--- src/rtl/mips32_mem_arbiter.sv ---
// mips32_mem_arbiter: shares one single-port memory between the data, fetch and debug requesters.
// Fixed priority with fetch anti-starvation, a debug exclusive-access lock and a read-return tag.
module mips32_mem_arbiter #(
    parameter int AW       = 10,
    parameter int DW       = 32,
    parameter int MAX_WAIT = 4
) (
    input  logic          clk,
    input  logic          rst_n,
    input  logic          d_req,
    input  logic          d_we,
    input  logic [AW-1:0] d_addr,
    input  logic [DW-1:0] d_wdata,
    output logic          d_gnt,
    output logic          d_rvalid,
    input  logic          f_req,
    input  logic [AW-1:0] f_addr,
    output logic          f_gnt,
    output logic          f_rvalid,
    input  logic          g_req,
    input  logic          g_we,
    input  logic [AW-1:0] g_addr,
    input  logic [DW-1:0] g_wdata,
    input  logic          g_lock,
    output logic          g_gnt,
    output logic          g_rvalid,
    output logic          g_locked,
    output logic [DW-1:0] rdata,
    output logic          mem_en,
    output logic          mem_we,
    output logic [AW-1:0] mem_addr,
    output logic [DW-1:0] mem_wdata,
    input  logic [DW-1:0] mem_rdata
);
    typedef enum logic {OPEN, LOCKED} state_e;
    typedef enum logic [1:0] {TAG_NONE, TAG_D, TAG_F, TAG_G} tag_e;
    localparam logic [3:0] MAX_CNT = 4'(MAX_WAIT);

    state_e     state_q, state_d;
    tag_e       tag_q, tag_d;
    logic [3:0] starve_cnt_q, starve_cnt_d;
    logic       is_open, force_f;

    always_comb begin
        is_open      = state_q == OPEN;
        force_f      = f_req && starve_cnt_q == MAX_CNT;
        // grants are gated by reset so nothing reaches memory while rst_n is low
        d_gnt        = rst_n && is_open && d_req && !force_f;
        f_gnt        = rst_n && is_open && f_req && (force_f || !d_req);
        g_gnt        = rst_n && g_req && (!is_open || (!d_req && !f_req));
        mem_en       = d_gnt || f_gnt || g_gnt;
        mem_we       = (d_gnt && d_we) || (g_gnt && g_we);
        mem_addr     = d_gnt ? d_addr : f_gnt ? f_addr : g_gnt ? g_addr : '0;
        mem_wdata    = d_gnt ? d_wdata : g_gnt ? g_wdata : '0;
        tag_d        = (!mem_en || mem_we) ? TAG_NONE : d_gnt ? TAG_D : f_gnt ? TAG_F : TAG_G;
        state_d      = (g_lock && (!is_open || tag_q == TAG_NONE)) ? LOCKED : OPEN;
        starve_cnt_d = (is_open && state_d == OPEN && f_req && !f_gnt) ?
                       (starve_cnt_q == MAX_CNT ? starve_cnt_q : starve_cnt_q + 4'd1) : '0;
    end

    assign d_rvalid = tag_q == TAG_D;
    assign f_rvalid = tag_q == TAG_F;
    assign g_rvalid = tag_q == TAG_G;
    assign g_locked = state_q == LOCKED;
    assign rdata    = tag_q != TAG_NONE ? mem_rdata : '0;

    always_ff @(posedge clk or negedge rst_n) begin
        if (!rst_n) begin
            state_q      <= OPEN;
            tag_q        <= TAG_NONE;
            starve_cnt_q <= '0;
        end else begin
            state_q      <= state_d;
            tag_q        <= tag_d;
            starve_cnt_q <= starve_cnt_d;
        end
    end
endmodule

--- config.mk ---
export PLATFORM = sky130hd
export DESIGN_NAME = mips32_mem_arbiter
export DESIGN_NICKNAME = d
export VERILOG_FILES = /design/src/rtl/mips32_mem_arbiter.sv
export SDC_FILE = /design/constraint.sdc
export NUM_CORES = 1
export LEC_CHECK = 0
export CAP_MARGIN = 10
export CORE_MARGIN = 1
export CORE_UTILIZATION = 21
export CTS_BUF_LIST = sky130_fd_sc_hd__clkbuf_8
export DETAILED_ROUTE_END_ITERATION = 8
export GPL_TIMING_DRIVEN = 0
export PLACE_DENSITY = 0.79
export SLEW_MARGIN = 20
export SYNTH_ARGS = -nofsm -noshare
export SYNTH_HDL_FRONTEND = slang
export SYNTH_SLANG_ARGS = --single-unit
--- constraint.sdc ---
create_clock -name clk -period 1.6 [get_ports clk]
set_input_delay 0.24 -clock clk [delete_from_list [all_inputs] [get_ports clk]]
set_output_delay 0.24 -clock clk [all_outputs]
set_load 0.02 [all_outputs]
After elaboration in Yosys (flattened, before gate mapping)
Index checks and enable logic that the tools add are counted.

Add/subtract/negate cells: 1. Multipliers: 0. Divide/modulo/power cells: 0. Order comparisons: 0. Eq/ne operators: 5. Shifts and indexed selects: 0. Multiplexer cells: 12. Bitwise gates (word level): 2. Reductions and logical operators: 29.

Operator list (number): two-way mux 32 bit (3); two-way mux 10 bit (3); logical AND 1 bit (15); two-way mux 4 bit (2); logical OR 1 bit (7); zero test 1 bit (5); adder 4 x 1 -> 4 bit (second input constant) (1); equality test 2 bit (second input constant) (2); equality test 4 x 3 -> 1 bit (second input constant) (1); two-way mux 2 bit (2); equality test 2 x 1 -> 1 bit (second input constant) (1); zero test 2 bit (1); two-way mux 1 bit (2); != test 2 bit (second input constant) (1); inverter 1 bit (2); nonzero test 2 bit (1).

Bits in registers: 7. Latch bits: 0. RAM bits: 0. ROM bits: 0. Input port bits: 134. Memories: 0.

Depth between registers and ports, before layout
Depth after elaboration: 9. Depth in mapped cells: 7. Gate-level depth less buffers: 5.

Least setup slack after synthesis
Ideal clock, no wire load.

Path type: flip-flop to output port. From: register starve_cnt_q[0]. To: output mem_addr[6]. Arrival time: 1.622 ns. Required time: 1.360 ns. Setup slack: -0.262 ns. Stages on the path, launching flop included: 8. Path buffers: 2. Path through: dfrtp_1 -> inv_1 -> ha_1 -> nand4b_2 -> and3_1 -> buf_6 -> buf_6 -> a22oi_1.

RTL lines: start, declared (RTL line 41) `logic [3:0] starve_cnt_q, starve_cnt_d;`; start signal, assigned (RTL line 75) `starve_cnt_q <= starve_cnt_d;`; equality test 4 x 3 -> 1 bit (RTL line 46) `force_f = f_req && starve_cnt_q == MAX_CNT;`; logical AND 1 bit (RTL line 46); zero test 1 bit (RTL line 48) `d_gnt = rst_n && is_open && d_req && !force_f;`; logical AND 1 bit (RTL line 48); named net d_gnt (RTL line 14) `output logic d_gnt,`; two-way mux 10 bit (RTL line 53) `mem_addr = d_gnt ? d_addr : f_gnt ? f_addr : g_gnt ? g_addr : '0;`; end, declared (RTL line 31) `output logic [AW-1:0] mem_addr,`.

The timed path passes the listed nets, and every way through them passes these cells.

Worst setup path in the final report
From: register starve_cnt_q[0]. To: output mem_addr[7].

Cells in the longest elaborated chain, start to end: 6.

Ends and longest elaborated chain: equality test 4 x 3 -> 1 bit * (RTL line 46); logical AND 1 bit * (RTL line 46); logical OR 1 bit (RTL line 49) `f_gnt = rst_n && is_open && f_req && (force_f || !d_req);`; logical AND 1 bit (RTL line 49); two-way mux 10 bit (RTL line 53); two-way mux 10 bit * (RTL line 53).

Mark *: on every way between the ends. The rest lies on a longest branch, timed or not.

==> qor.txt <==
Ys Warns - 0
Max Slew Vio Count - 0
Final nets - 573
Inst Count DP - 475
Global route overflow - 0
Min Hold Slack - 500 ps
GR Util All Layers - 0.245
Vias - 2,532
Post-Route WL - 9080 um
Rows - 29
Top_reg_cell synth - dfrtp_1
Fin. Hold Viols - 0
Final cell count without fillers - 513
F_max - 503 MHz
Vias in the first global route - 2,602
Worst EP required - 1360 ps
Drt first pass iters - 6
Worst r2r dst - starve_cnt_q[3]
Critical R2R Launch - starve_cnt_q[0]
Ys async rst share - 1.00
Pre-CTS setup slack - -1440 ps
Worst min path class - in -> async
Worst r2r path cells - 9
Commonest non-fill, non-tap cell in the layout - clkdlybuf4s50_1
Register area share after synthesis - 0.124
Placed cell area - 3850 um2
Die X - 83.9 um
Num CTS Buffers - 3
First-pass GRT wire length - 13,800 um
Clock Latency Late Sink - 230 ps
Mean Syn Cell Area - 7.69 um2
Largest net degree at the start of global routing - 11
Worst Path Arrival - 1750 ps
Diode count - 0
Leakage - 1.94 nW
Routed Antenna Nets - 0
Max Cap Violations - 0
Violated checks - design-rule violations, negative setup slack
Most frequent cells in the layout - 129 x clkdlybuf4s50_1, 60 x buf_6, 32 x nor2b_1, 32 x buf_4, 23 x a22o_1
Rel. slew slack - 0.755
Final worst path period share - 1.24
RSZ-0062 raised after global routing - yes
Power per cell area - 440 nW/um2
VDD IR max - 0.351 mV
Flop-to-flop setup slack - 20 ps
Startpoint types - flop
PortBufs - 215
H-tree levels - 1
Worst-path maximum fanout - 4
CTS tree - built
Status - complete, but fails checks
Critical path endpoint category - output pin
Cell Area, Synth - 1410 um2
DRC - 30
Avg Vias per Cell - 4.94
CTS sink cnt - 7
Max clock buf depth - 2
Yosys cell types - 35
Initial Utilization - 0.219
Proportion of layout cells with a drive suffix above 1 - 0.433
Post-route setup slack - -387 ps
Clk root buf - clkbuf_8
Die Span Y - 83.9 um
Post-synth EDFFs - 0
I/O Pins - 217
DR iter-0 viols - 94
Initial antenna violation count - 0
Slew @ Worst Pin - 366 ps
Mapped Nets - 319
Skew final - 1.18 ps
Average routed wire per standard cell - 17.7 um
Post-synthesis cell count - 183
Design area - 4320 um2
Setup CP Type - reg -> out
Die ar. - 7030 um2
Min cycle time layout - 1990 ps
Final TNS setup - -13,970 ps
Final HPWL DP - 6630 um
Core area - 6420 um2
Setup Viol. Count Final - 45
Area Growth Syn to Fin - 207%
Gp weighted congestion - 0.867
Yosys reg bits - 7
Clk pin slew, worst setup/hold paths - 40 ps
==> cell type report <==
type | count | area [um2]
inverters | 6 | 22.5
repair buffers | 251 | 2410
flip-flops and latches | 7 | 176
clock buffers | 3 | 41.3
fillers | 557 | 2100
plain buffers | 17 | 181
clock inverters | 1 | 3.75
well taps | 77 | 96.3
multi-input cells | 151 | 1390
==> state kept, by name, indices dropped and copies added, names as in the netlist <==
signal	count
tag_q	2
g_locked	1
starve_cnt_q	4
==> per-layer routing <==
layer | part of all wire | routed length [um] | global-route usage
met1 | 0.37 | 3370 | 0.271
met2 | 0.55 | 4990 | 0.469
met3 | 0.067 | 607 | 0.0613
met4 | 0.012 | 110 | 0.0470
met5 | 0 | 0 | 0
==> through the flow <==
step | power, mW | utilization
floorplan | 0.737 | -
global placement | 1.44 | 0.599
detailed placement | 1.45 | 0.599
CTS | 1.83 | 0.658
global route | 2.00 | 0.673
finish | 1.90 | 0.673
==> cells in the mapped netlist, types with 2 or more instances <==
cell type | count | area [um2]
nand3_1 | 13 | 65.1
xnor2_1 | 2 | 17.5
o311ai_0 | 3 | 26.3
a22o_1 | 33 | 289
buf_6 | 6 | 67.6
nor2_1 | 3 | 11.3
a22oi_1 | 10 | 75.1
and2_1 | 3 | 18.8
buf_4 | 4 | 30.0
mux2i_1 | 2 | 20.0
nand4_1 | 7 | 43.8
inv_1 | 6 | 22.5
clkbuf_1 | 8 | 30.0
dfrtp_1 | 7 | 175
a21o_1 | 4 | 30.0
ha_1 | 2 | 25.0
buf_2 | 3 | 15.0
a32oi_1 | 7 | 61.3
nor3_1 | 3 | 15.0
nor2b_1 | 36 | 225
nand2_1 | 7 | 26.3
==> report_power, final <==
part / total (mW) / internal (mW) / switching [mW]
Clock: 0.246 / 0.166 / 0.0801
Sequential: 0.198 / 0.188 / 0.0104
Combinational: 1.46 / 0.832 / 0.625
Total: 1.90 / 1.19 / 0.715
==> worst max-delay path by stage <==
stage               cells past startpoint      endpoint             from
detailed placement                      7   mem_addr[0]            rst_n
CTS                                     7  mem_wdata[6]  starve_cnt_q[0]
floorplan                               7   mem_addr[0]  starve_cnt_q[0]
global placement                        7   mem_addr[0]            rst_n
global route                            7   mem_addr[7]  starve_cnt_q[0]
finish                                  7   mem_addr[7]  starve_cnt_q[0]
==> timing repair <==
| item | CTS | global route |
|---|---|---|
| hold buffers | 1 | 0 |
| endpoints found under the hold margin | 7 | 0 |
| endpoints found under the setup margin | 88 | 78 |
| pin swaps | 26 | 15 |
| cloned | 3 | 2 |
| gates resized for setup | 435 | 65 |
| buffers inserted | 25 | 9 |
==> logic make-up after synthesis <==
kind of cell | share of synthesized area
AOI/OAI and AO/OA | 0.388
xor gates and xnor gates | 0.0124
adders and majority gates | 0.0178
buffers and inverters | 0.117
DFF | 0.124
muxes | 0.0142
and+or+nand+nor | 0.325
==> critical path, cell delays in order, from the launching register on <==
cell	delay, ps
dfrtp_1	390
inv_2	70
ha_4	150
buf_6	90
nand3b_1	200
o311ai_2	370
a22oi_2	90
buf_6	150
No activity file was read; power rests on OpenSTA's default activity.
